File: config.mk
export PLATFORM = sky130hd
export DESIGN_NAME = mash_decimator
export DESIGN_NICKNAME = d
export VERILOG_FILES = /design/src/rtl/mash_decimator.sv
export SDC_FILE = /design/constraint.sdc
export NUM_CORES = 1
export LEC_CHECK = 0
export CAP_MARGIN = 20
export CORE_UTILIZATION = 30
export DETAILED_ROUTE_END_ITERATION = 10
export PLACE_DENSITY = 0.5
export SETUP_SLACK_MARGIN = 0.15
export SYNTH_ARGS = -nofsm -noshare
export SYNTH_HDL_FRONTEND = slang
export SYNTH_SLANG_ARGS = --single-unit
export TNS_END_PERCENT = 5
File: constraint.sdc
create_clock -name clk -period 4.65 [get_ports clk]
set_input_delay 0.465 -clock clk [delete_from_list [all_inputs] [get_ports clk]]
set_output_delay 0.465 -clock clk [all_outputs]
set_load 0.01 [all_outputs]
File: src/rtl/mash_decimator.sv
// Boxcar (sinc1) accumulate-and-dump decimator for a MASH modulator's dn stream.
// Optional feature macro: MASH_DEC_RANGE_CHECK_EN adds a sticky 4th-order dn range flag.
module mash_decimator #(
  parameter  int WIN_LOG2 = 8,
  parameter  int DN_W     = 5,
  localparam int ACC_W    = WIN_LOG2 + DN_W
) (
  input  logic             clk,
  input  logic             rst_n,
  input  logic             clear,
  input  logic             dn_valid,
  input  logic [DN_W-1:0]  dn,
  output logic [ACC_W-1:0] out_data,
  output logic             out_valid,
  input  logic             out_ready,
  output logic             out_ovf,
  output logic             dn_range_err
);

  logic [ACC_W-1:0]    acc_q, acc_d;
  logic [WIN_LOG2-1:0] count_q, count_d;
  logic [ACC_W-1:0]    out_data_q, out_data_d;
  logic                out_valid_q, out_valid_d;
  logic                out_ovf_q, out_ovf_d;

  logic [ACC_W-1:0]    dn_ext;
  logic [ACC_W-1:0]    win_sum;
  logic                last_sample;
  logic                slot_free;

  // ACC_W = WIN_LOG2 + DN_W bits hold 2**WIN_LOG2 worst-case samples, so no overflow.
  assign dn_ext      = {{WIN_LOG2{dn[DN_W-1]}}, dn};
  assign win_sum     = acc_q + dn_ext;
  assign last_sample = &count_q;

  // Output handshake: a result transfers on a cycle where out_valid && out_ready;
  // out_data is stable while out_valid && !out_ready, and the slot counts as free
  // when it is empty or being consumed in the same cycle.
  assign slot_free = !out_valid_q || out_ready;

  always_comb begin
    acc_d       = acc_q;
    count_d     = count_q;
    out_data_d  = out_data_q;
    out_valid_d = out_valid_q;
    out_ovf_d   = out_ovf_q;

    if (clear) begin
      acc_d       = '0;
      count_d     = '0;
      out_valid_d = 1'b0;
      out_ovf_d   = 1'b0;
    end else begin
      if (out_valid_q && out_ready) begin
        out_valid_d = 1'b0;
      end
      if (dn_valid) begin
        if (last_sample) begin
          acc_d   = '0;
          count_d = '0;
          if (slot_free) begin
            out_data_d  = win_sum;
            out_valid_d = 1'b1;
          end else begin
            out_ovf_d = 1'b1;
          end
        end else begin
          acc_d   = win_sum;
          count_d = count_q + WIN_LOG2'(1);
        end
      end
    end
  end

  always_ff @(posedge clk or negedge rst_n) begin
    if (!rst_n) begin
      acc_q       <= '0;
      count_q     <= '0;
      out_data_q  <= '0;
      out_valid_q <= 1'b0;
      out_ovf_q   <= 1'b0;
    end else begin
      acc_q       <= acc_d;
      count_q     <= count_d;
      out_data_q  <= out_data_d;
      out_valid_q <= out_valid_d;
      out_ovf_q   <= out_ovf_d;
    end
  end

  assign out_data  = out_data_q;
  assign out_valid = out_valid_q;
  assign out_ovf   = out_ovf_q;

`ifdef MASH_DEC_RANGE_CHECK_EN
  // A 4th-order MASH only ever produces dn in [-7, +8]; the sample is still summed.
  localparam logic signed [ACC_W-1:0] RANGE_MIN = ACC_W'(-7);
  localparam logic signed [ACC_W-1:0] RANGE_MAX = ACC_W'(8);

  logic range_err_q, range_err_d;
  logic dn_out_of_range;

  assign dn_out_of_range = ($signed(dn_ext) < RANGE_MIN) || ($signed(dn_ext) > RANGE_MAX);

  always_comb begin
    range_err_d = range_err_q;
    if (clear) begin
      range_err_d = 1'b0;
    end else if (dn_valid && dn_out_of_range) begin
      range_err_d = 1'b1;
    end
  end

  always_ff @(posedge clk or negedge rst_n) begin
    if (!rst_n) begin
      range_err_q <= 1'b0;
    end else begin
      range_err_q <= range_err_d;
    end
  end

  assign dn_range_err = range_err_q;
`else
  assign dn_range_err = 1'b0;
`endif

endmodule

-- After elaboration in Yosys (flattened, before gate mapping)
Cells that the tools add are included.
- register bits: 36
- input port bits: 10
- output and inout bits: 16
- word-level logic and storage cells: 32
- $add $sub $neg: 2
- equal/unequal tests: 1
- muxes and demuxes: 15
- bitwise logic cells: 1
- reduce and logical (&&, ||, !) cells: 8
- operators by type and width (cell ; count):
    $mux W13 ; 3
    $mux W8 ; 3
    $add A13 B13 Y13 ; 1
    $reduce_and A11 Y1 ; 1
    $mux W1 ; 9
    $add A8 B1 Y8 const B ; 1
    $reduce_and A8 Y1 ; 1
    $reduce_bool A2 Y1 ; 2
    $reduce_and A3 Y1 ; 1
    $ne A2 B2 Y1 const B ; 1
    $logic_and A1 B1 Y1 ; 1
    $logic_not A1 Y1 ; 1
    $logic_or A1 B1 Y1 ; 1
    $not A1 Y1 ; 1

-- Depth between registers and ports, before layout
Gate-level depths: netlist (run 1).
- word-level depth: 6
- mapped depth: 9
- mapped depth without buffers: 9

-- Worst setup path after synthesis (run 1)
No wires, ideal clock.
- kind: input -> register
- from: input port dn[0]
- to: register acc_q[12]
- setup time: 0.087 ns
- arrival: 2.267 ns
- data required time: 4.563 ns
- path slack: 2.296 ns
- cell stages on the path: 9
- path buffers: 0
- cell sequence: ha_1 inv_1 fa_1 nor2b_1 o21bai_1 a211o_1 a31oi_2 mux2_2 o211ai_1
- longest elaborated chain between the ends: 4
- ends and longest elaborated chain (what ; RTL line ; source):
    from (decl) ; 12 ; input logic [DN_W-1:0] dn,
    $add A13 B13 Y13 ; 33 ; assign win_sum = acc_q + dn_ext;
    $mux W13 ; 58 ; if (last_sample) begin
    $mux W13 ; 57 ; if (dn_valid) begin
    $mux W13 ; 48 ; if (clear) begin
    to (signal assigned) ; 77 ; acc_q <= '0;
    to (signal assigned) ; 83 ; acc_q <= acc_d;
    to (decl) ; 20 ; logic [ACC_W-1:0] acc_q, acc_d;
Every way passes these cells. The select of a mux whose other input is x is not followed.
A chain may end at the register's enable or synchronous reset.

-- Worst setup path in the final report (run 1)
- from: input port dn[4]
- to: register acc_q[12]
The elaborated chain is that of the path after synthesis.

==> results of run 1 <==
-- per-stage QoR --
step / utilization (%) / hold slack (ps) / cells / area (um^2) / setup slack (ps)
after CTS: 36.67 / 310.5 / 310 / 2477 / 1855
after detailed placement: 35.30 / 464.1 / 302 / 2385 / 1552
after global routing: 36.67 / 341.3 / 310 / 2477 / 1639
after global placement: 35.30 / 458.2 / 302 / 2385 / 1588
final: 36.67 / 275.1 / 310 / 2477 / 1887
after floorplan: - / 169.4 / 203 / 2083 / 2296
-- final timing paths --
check	endpoint	slack [ps]
max in group asynchronous	count_q[0]	3850
hold / removal	acc_q[7]	280
min in group clk	out_data[5]	480
setup reg to reg	acc_q[12]	2250
setup / recovery	acc_q[12]	1890
hold reg to reg	out_data[5]	480
-- report_power, final --
group	internal, uW	switching (uW)	total [uW]
Sequential	336	15.5	352
Clock	118	117	235
Combinational	93.7	108	202
Total	548	240	789
-- sequential cells by signal (all words and copies together) (netlist names) --
signal,flops
out_ovf,1
acc_q,13
out_valid,1
count_q,8
out_data,13
-- worst max-delay path, delay by kind of cell --
kind                       cells  cell delay (ps)
adders and majority gates      1              470
AOI/OAI and AO/OA              4              890
and+or+nand+nor                1              100
muxes                          1              360
buffers and inverters          1              680
-- kinds of logic after synthesis --
family | share of synthesized area (%)
AO/OA/AOI/OAI | 14.41
AND/OR/NAND/NOR | 18.92
other | 0.1800
XOR/XNOR | 7.388
flip-flops | 43.24
adder cells (fa/ha/maj) | 8.769
multiplexers | 3.664
buffers and inverters | 3.423
-- metal layers --
metal,part of all wire [%],routed length [um],vias up
li1,-,-,768
met1,51,2155,714
met2,44,1898,23
met3,3.6,153,5
met4,1.4,59,0
met5,0,0,-
-- area by class of cell --
cell class	instances	area (um^2)	area share (%)
multi-input combinational	154	1111	44.85
sequential	36	900.9	36.36
timing repair buffer	26	250.2	10.10
tap	80	100.1	4.040
clock buffer	6	82.58	3.333
inverter	6	22.52	0.9091
clock inverter	2	10.01	0.4040
-- placed cells by master, fill, tap and decap left out, types with 3 or more instances in the layout --
master and n:
a22o_1 9, nand2b_1 3, inv_1 6, mux2_2 5, nor2_1 15, clkbuf_8 6, a21oi_1 8, nand3_1 7
xor2_1 7, nand2_1 29, xnor2_1 8, o21ai_0 6, dfrtp_1 36, clkdlybuf4s50_1 23, nand4_1 3, o21ai_2 3
ha_1 13
==> run metrics, run 1 <==
status=completed; vias in the first global route=1,516; full die area=0.007281 mm^2; Clock Sinks=36; grt met2 use=20.23%; post-CTS setup buffers=0; cell area after synthesis=0.002083 mm^2; # nets final=253; proportion of layout cells with a drive suffix above 1=12.17%; Reg-to-Reg Start=acc_q[0]; HPWL after detailed placement=2.916 mm; Unique masters post-synth=50; Worst setup SP type=input port; max frequency=roughly 360 MHz; Initial Util=30.83%; worst setup path category=input port to flop; synthesized net count=227; Ports=26; # setup viols final=0; crit path DAT=2970 ps; I/O Buffers=24; FF-to-FF path depth=9; wire length per cell=13.76 um; fill count=692; PwrDens=roughly 320 mW/mm^2; count leader, synth=dfrtp_1; All-Layer GR Usage=13.23%; clock root cell=clkbuf_8; path type of the worst min-delay path=input port to asynchronous set/reset pin; fin crit share=59.43%; post_cts resized=0; total of warnings raised by yosys=0; drt drc=0; Max clock buf depth=2; slowest CP cell=clkdlybuf4s50_1; setup_tns=0 ps; Leak=0.001141 uW; routed wire length=4.266 mm; Syn Area/Cell=around 10 um^2; Num CTS Buffers=5; CTS tree=yes; Crit. End Element=flop; endpoints failing hold=0; Total Power=788.6 uW; worst-margin pin slew=830.0 ps; met3 usage=around 3.4%; Top FF cell, synth=dfrtp_1; CP max stage delay=680 ps; RSZ-0062 raised after global routing=no; Worst slew margin=44.67%; Die H=between 80 and 90 um; Area Overhead vs Synth=18.92%; Final Critical Period=about 2800 ps; FFs w/ async S/R, synth=100.0%; Req. time, crit path=between 4000 and 5000 ps; Commonest cells post-synth=36 x dfrtp_1, 29 x nand2_1, 15 x nor2_1, 13 x ha_1, 9 x a22o_1; clk_skew=7.372 ps; cts hold-fix bufs=0; Post-synth EDFFs=0; crit path cell chain=clkdlybuf4s50_1, ha_1, nand2_1, o21bai_1, a211o_1, a31oi_2, mux2_2, o211ai_1; initial antenna violation count=0; Max-Cap Viols=0; Worst-path clk slew=80 ps; M1 GR Usage=18.23%; Seq/Total Area, Yosys=43.24%; top cell type by total area after synthesis=dfrtp_1; drt via density=4.871; GPL Wtd Cong=0.7784; H-tree Lvls=2; core area=0.006756 mm^2; Top Usage Layer GRT=met2; Worst-Skew Late Latency=between 200 and 300 ps; Antenna Nets Post-Route=0; total gr overflow=0; CP Max Fanout=12; Iteration-0 DRC Markers=43; total number of vias=1,510; cell row count=30; flops & latches, synth=36; largest net degree at the start of global routing=37; Antenna Cells=0; max-slew violations=0; first-pass GRT wire length=7.465 mm; Setup crit start=dn[4]; dominant cells by area after synthesis=dfrtp_1 43%, ha_1 7.8%, nand2_1 5.2%; Post-Syn Instances=203; share of the synthesized area in the top cell type=43.24%; Peak VDD IR=0.0001044 V; die width=85.33 um; Pre-Repair DR Iteration Count=4
Note: power is estimated with default switching activity, not from simulation.
==> run 2, diff against run 1 <==
--- a/config.mk
+++ b/config.mk
@@ -8,7 +8,7 @@
 export CAP_MARGIN = 20
 export CORE_UTILIZATION = 30
 export DETAILED_ROUTE_END_ITERATION = 10
-export PLACE_DENSITY = 0.5
+export PLACE_DENSITY = 0.52
 export SETUP_SLACK_MARGIN = 0.15
 export SYNTH_ARGS = -nofsm -noshare
 export SYNTH_HDL_FRONTEND = slang
==> constraint.sdc (replaced) <==
create_clock -name clk -period 2.3 [get_ports clk]
set_input_delay 0.23 -clock clk [delete_from_list [all_inputs] [get_ports clk]]
set_output_delay 0.23 -clock clk [all_outputs]
set_load 0.01 [all_outputs]
==> run metrics, run 2 (synthesis gave the netlist of run 1 again) <==
status=finished with violations; violated checks=design-rule violations; I/O Buffers=24; Num CTS Buffers=5; Layout Cells excl Fill=341; clock root cell=clkbuf_8; core area=between 0.006 and 0.007 mm^2; Reg2Reg Capture Point=acc_q[12]; Max clock buf depth=2; Die H=around 85 um; Area Overhead vs Synth=33.15%; max frequency=~460 MHz; # nets final=about 290; Antenna Nets Post-Route=0; Antenna Cells=0; Pre-Repair DR Iteration Count=10; cell row count=30; Peak VDD IR=0.0001915 V; PwrDens=603.6 mW/mm^2; worst slack, placed=-315.1 ps; crit path DAT=between 2000 and 2500 ps; wire length per cell=13.46 um; max-slew violations=0; cts hold-fix bufs=0; Leak=0.001319 uW; initial antenna violation count=0; total gr overflow=0; worst-margin pin slew=roughly 850 ps; path type of the worst min-delay path=input port to asynchronous set/reset pin; worst hold slack=around 57 ps; Worst slew margin=43.06%; All-Layer GR Usage=between 10% and 20%; full die area=0.007281 mm^2; H-tree Lvls=2; fin crit share=95.16%; final core utilization=41.06%; fill count=674; # setup viols final=0; Clock Sinks=36; Crit. End Element=flop; Initial Util=30.83%; routed wire length=4.590 mm; Iteration-0 DRC Markers=roughly 120; largest net degree at the start of global routing=37; Worst setup SP type=flop; CTS tree=yes; clk_skew=1.493 ps; endpoints failing hold=0; most common cell after layout, fill and taps aside=dfrtp_1; placed insts=329; vias in the first global route=1,544; first-pass GRT wire length=between 7 and 8 mm; placed inst area=0.002599 mm^2; drt drc=1; die width=roughly 85 um; GPL Wtd Cong=0.7662; Ports=26; reg2reg setup slack=110 ps; total number of vias=1,620; CP Max Fanout=3; Worst-Skew Late Latency=280 ps; Setup crit start=acc_q[0]; commonest non-fill, non-tap cells in the layout=36 x dfrtp_1, 35 x buf_4, 29 x nand2_1; proportion of layout cells with a drive suffix above 1=25.29%; worst setup path category=flop to flop; final worst setup slack=111.4 ps; Max-Cap Viols=0; drt via density=4.751; Req. time, crit path=2500 ps; final instance area=0.002774 mm^2; Final Critical Period=~2200 ps; Worst-path clk slew=~70 ps; Reg-to-Reg Start=acc_q[0]; HPWL after detailed placement=approximately 3.3 mm; FF-to-FF path depth=9; RSZ-0062 raised after global routing=yes
## run 2: cell types whose count changed in the layout (fill, tap and decap cells not counted), sizes merged
cell | previous run | this run
clkdlybuf4s50 | 23 | 21
clkinv | 2 | 0
dlygate4sd2 | 0 | 1
buf | 3 | 37
clkbuf | 6 | 5
dlymetal6s2s | 0 | 1
## run 2: how the worst max path moves through the flow
stage	endpoint	slack, ps	depth (start not counted)
after floorplan	acc_q[12]	170	9
after global placement	acc_q[12]	-300	10
after global routing	acc_q[12]	40	9
final	acc_q[12]	110	9
after detailed placement	acc_q[12]	-320	10
after CTS	acc_q[12]	60	9
## run 2: critical path, stage by stage, from the launching register on
cell,delay (ps)
dfrtp_1,350
ha_2,190
inv_2,40
fa_2,360
nor2b_4,160
o21bai_4,80
a211o_1,310
a31oi_4,240
mux2_4,320
o211ai_1,70
## run 2: layer usage
metal,track usage [%],routed length (um),vias up
li1,-,-,828
met1,19.72,2361,756
met2,19.87,2086,36
met3,2.918,143,0
met4,4.091,0,0
met5,0,0,-
## run 2: what timing repair did
item                       CTS  global route
setup buffers                5             2
pin swaps                    6             6
setup endpoints to repair    4            11
resized for setup            7             8
## run 2: final cells by class
type | count | area, um^2 | share of cell area (%)
Timing Repair Buffer | 60 | 510.5 | 18.40
Inverter | 6 | 22.52 | 0.8119
Multi-Input combinational cell | 154 | 1171 | 42.22
Clock buffer | 5 | 68.82 | 2.481
Tap cell | 80 | 100.1 | 3.608
Sequential cell | 36 | 900.9 | 32.48
## run 2: per-stage QoR
step | TNS, ps | power (uW)
6_report | 0 | 1674
5_1_grt | 0 | 1793
4_1_cts | 0 | 1675
3_5_place_dp | -1353 | 1236
3_3_place_gp | -1562 | 1237
2_1_floorplan | 0 | 1027
## run 2: power breakdown
part | internal [uW] | switching (uW)
Combinational | 295 | 265
Clock | 195 | 208
Sequential | 680 | 31.4
==> run 3, diff against run 2 <==
--- a/config.mk
+++ b/config.mk
@@ -6,6 +6,7 @@
 export NUM_CORES = 1
 export LEC_CHECK = 0
 export CAP_MARGIN = 20
+export CORE_MARGIN = 2
 export CORE_UTILIZATION = 30
 export DETAILED_ROUTE_END_ITERATION = 10
 export PLACE_DENSITY = 0.52
==> run metrics, run 3 (synthesis gave the netlist of run 1 again) <==
PwrDens=625.9 mW/mm^2; clk_skew=between 3 and 4 ps; Num CTS Buffers=5; Die H=roughly 87 um; routed wire length=4.727 mm; drt drc=0; vias in the first global route=1,658; fill count=668; I/O Buffers=24; Worst setup SP type=flop; Initial Util=30.83%; worst setup path category=flop to flop; Crit. End Element=flop; Antenna Cells=0; Storage cell area=900.9 um^2; setup_tns=0 ps; All-Layer GR Usage=13.33%; core area=0.006756 mm^2; Setup crit start=acc_q[0]; CP max stage delay=360 ps; Area Overhead vs Synth=34.53%; Ports=26; full die area=0.007627 mm^2; Leak=0.001321 uW; Reg-to-Reg Start=acc_q[0]; total number of vias=1,662; initial antenna violation count=0; Pre-Repair DR Iteration Count=4; Max clock buf depth=2; status=finished with violations; CP Max Fanout=3; reg2reg setup slack=80 ps; Peak VDD IR=0.0002052 V; largest net degree at the start of global routing=37; most common cell after layout, fill and taps aside=dfrtp_1; Multi-input gate area=0.001191 mm^2; Iteration-0 DRC Markers=slightly below 60; Reg2Reg Capture Point=acc_q[12]; Max-Cap Viols=0; max-slew violations=0; Req. time, crit path=2500 ps; drt via density=4.860; wire length per cell=between 10 and 15 um; clock root cell=clkbuf_8; Antenna Nets Post-Route=0; path type of the worst min-delay path=input port to asynchronous set/reset pin; fin crit share=96.39%; Clock Sinks=36; die width=87.33 um; crit path cell chain=ha_2, inv_2, fa_2, nor2b_4, o21bai_4, a211o_1, a31oi_4, mux2_4, o211ai_1; proportion of layout cells with a drive suffix above 1=between 20% and 30%; Worst-Skew Late Latency=290 ps; violated checks=negative hold slack; # setup viols final=0; crit path DAT=2420 ps; HPWL after detailed placement=3.259 mm; GPL Wtd Cong=0.7741; total gr overflow=0; final core utilization=41.48%; max frequency=roughly 450 MHz; first-pass GRT wire length=7.900 mm; Worst-path clk slew=70 ps; endpoints failing hold=36; Final Critical Period=2217 ps; worst hold slack=-12.61 ps; capture point of the critical path=acc_q[12]; cell row count=30; H-tree Lvls=2; FF-to-FF path depth=9; slowest CP cell=dfrtp_1; RSZ-0062 raised after global routing=yes; CTS tree=yes; commonest non-fill, non-tap cells in the layout=36 x dfrtp_1, 33 x buf_4, 28 x nand2_1; # nets final=about 290
[run 3: critical path: cells and delay by family (launching register included)]
kind | cells | cell delay, ps
AO/OA/AOI/OAI | 4 | 710
AND/OR/NAND/NOR | 1 | 150
flip-flops | 1 | 360
buffers and inverters | 1 | 40
multiplexers | 1 | 320
adder cells (fa/ha/maj) | 2 | 550
[run 3: how the worst min path moves through the flow]
| stage | startpoint | endpoint | slack (ps) | cells after the start |
|---|---|---|---|---|
| 2_1_floorplan | rst_n | acc_q[0] | -70 | 0 |
| 3_3_place_gp | rst_n | out_data[5] | 310 | 2 |
| 3_5_place_dp | rst_n | out_data[5] | 320 | 2 |
| 4_1_cts | rst_n | out_data[5] | 4 | 2 |
| 5_1_grt | rst_n | out_data[5] | 40 | 2 |
| 6_report | rst_n | out_data[5] | -10 | 2 |
[run 3: layout make-up]
class	instances	share of cell area, %
multi-input combinational	154	42.50
sequential	36	32.14
timing repair buffer	58	17.77
tap	80	3.571
clock buffer	8	3.214
inverter	6	0.8036
[run 3: report_power, final]
part / switching [uW] / total, uW / internal (uW) / leakage [uW]
sequential: 31.0 / 711 / 680 / 0.000486
clock: 232 / 476 / 245 / 0.0000455
combinational: 272 / 567 / 295 / 0.000790
[run 3: layer usage]
| metal | share of wire (%) | wire length, um | vias to the layer above | GRT usage, % |
|---|---|---|---|---|
| met5 | 0 | 0 | - | 0 |
| met3 | 3.1 | 148 | 6 | 3.033 |
| met2 | 45 | 2114 | 32 | 20.39 |
| met1 | 51 | 2391 | 793 | 18.67 |
| li1 | - | - | 831 | - |
| met4 | 1.5 | 73 | 0 | 4.196 |
[run 3: what timing repair did]
| item | in CTS | in global routing |
|---|---|---|
| setup buffers | 1 | 3 |
| hold buffers | 0 | 0 |
| resized for setup | 8 | 12 |
| pin swaps | 6 | 7 |
| setup endpoints to repair | 6 | 11 |
[run 3: per-stage QoR]
| step | power, uW | instance area, um^2 | worst slack [ps] | instances |
|---|---|---|---|---|
| after global routing | 1867 | 2803 | -25.24 | 342 |
| after global placement | 1237 | 2606 | -301.9 | 330 |
| after CTS | 1735 | 2719 | 72.66 | 339 |
| final | 1754 | 2803 | 83.14 | 342 |
| after floorplan | 1027 | 2095 | 169.0 | 203 |
| after detailed placement | 1237 | 2606 | -326.4 | 330 |
==> variant (settings of run 3) <==
The option `MASH_DEC_RANGE_CHECK_EN` is turned on by a define.
--- a/src/rtl/mash_decimator.sv
+++ b/src/rtl/mash_decimator.sv
@@ -1,5 +1,7 @@
 // Boxcar (sinc1) accumulate-and-dump decimator for a MASH modulator's dn stream.
 // Optional feature macro: MASH_DEC_RANGE_CHECK_EN adds a sticky 4th-order dn range flag.
+`define MASH_DEC_RANGE_CHECK_EN
+
 module mash_decimator #(
   parameter  int WIN_LOG2 = 8,
   parameter  int DN_W     = 5,
Behaviour: not the same (Yosys sat finds a counterexample within 4 cycles, from zero or initial values and one cycle with rst_n low).
==> variant against run 3 <==
Worst setup slack improved by 0.017 ns; wire length fell by 5.2%; critical endpoint unchanged; critical path depth did not move; via count fell by 1.9%; maximum frequency rose by 0.75%; sequential cell count rose by 1; core utilization fell by 0.85 points; first-iteration DRC count rose by 5.1%; design area fell by 2.6%; die area fell by 1.4%; area after synthesis fell by 1.4%; largest power group unchanged; clock skew rose by 0.0066 ns; total power rose by 0.81%.
==> variant: results (changes against run 3) <==
[synthesis]
synth_fp_nets = 233  ; +2.6%
postSynthAreaPerCell_um2 = 9.82  ; -4.3%
synth.lib_cells_used.distinct = 43  ; -14%

[worst_setup_path]
cp_slowest_cell = sky130_fd_sc_hd__or4_1
cpLargestDelayFamily = simple AND/OR/NAND/NOR gates
slowest_delay_ns = 0.47  ; +0.11 ns
reg2reg_setup_slack_ns = 0.1  ; +0.02 ns

[placed_design]
pre_cts_ws_ns = -0.336  ; -0.00950 ns
placed_cells = 338  ; +2.4%
hpwlAfterDp_um = 3250  ; -0.24%
post_dp_cell_area_um2 = 2600  ; -0.34%
io_buffer_count = 25  ; +4.2%

[layout]
multi_input_area_um2 = 1090  ; -8.6%
final_net_count = 289  ; +1.4%
post_route_cells_drive_above_1_share = 0.203  ; -0.0565
fill_cells = 667  ; -0.15%

[sta]
timing.clock.skew_ns = 0.00992  ; +0.00663 ns
hold_viol_final = 0  ; -100%
final_min_period_over_clock_period = 0.957  ; -0.00722

[pwr]
largest_vdd_supply_drop_uv = 332  ; +62%
share_clk_of_total_power = 0.332  ; +0.060
internal_power_uw = 1280  ; +4.6%
p_leak_uw = 0.00125  ; -5.2%

[grt]
first_global_vias = 1559  ; -6.0%
gr-usage-met2 = 0.199  ; -0.00456

[outcome]
status = finished clean

[route]
detailroute.wirelength.met2_um = 2030  ; -4.2%

variant: changes by cell type after synthesis, moves of 3 or more:
cell,change
sky130_fd_sc_hd__mux2_4,+3
sky130_fd_sc_hd__mux2_2,-5
sky130_fd_sc_hd__nor2_1,+4
sky130_fd_sc_hd__o21ai_2,-3
sky130_fd_sc_hd__a22o_1,-7
sky130_fd_sc_hd__o21ai_1,+21
variant: logic make-up after synthesis:
logic type | share of synthesized area
adders and majority gates | 0.0890
and+or+nand+nor | 0.154
AOI/OAI and AO/OA | 0.164
xor gates and xnor gates | 0.0835
DFF | 0.451
buffers and inverters | 0.0317
muxes | 0.0268
variant: cell type report:
cell class / instances / area share
clock inverters: 1 / 0.0110
flip-flops and latches: 37 / 0.339
well taps: 80 / 0.0367
clock buffers: 7 / 0.0316
repair buffers: 56 / 0.176
inverters: 5 / 0.00687
multi-input cells: 160 / 0.399
variant: repair_timing:
action	4_1_cts	5_1_grt
pin swaps	1	0
gates resized for setup	3	2
setup endpoints to repair	10	12
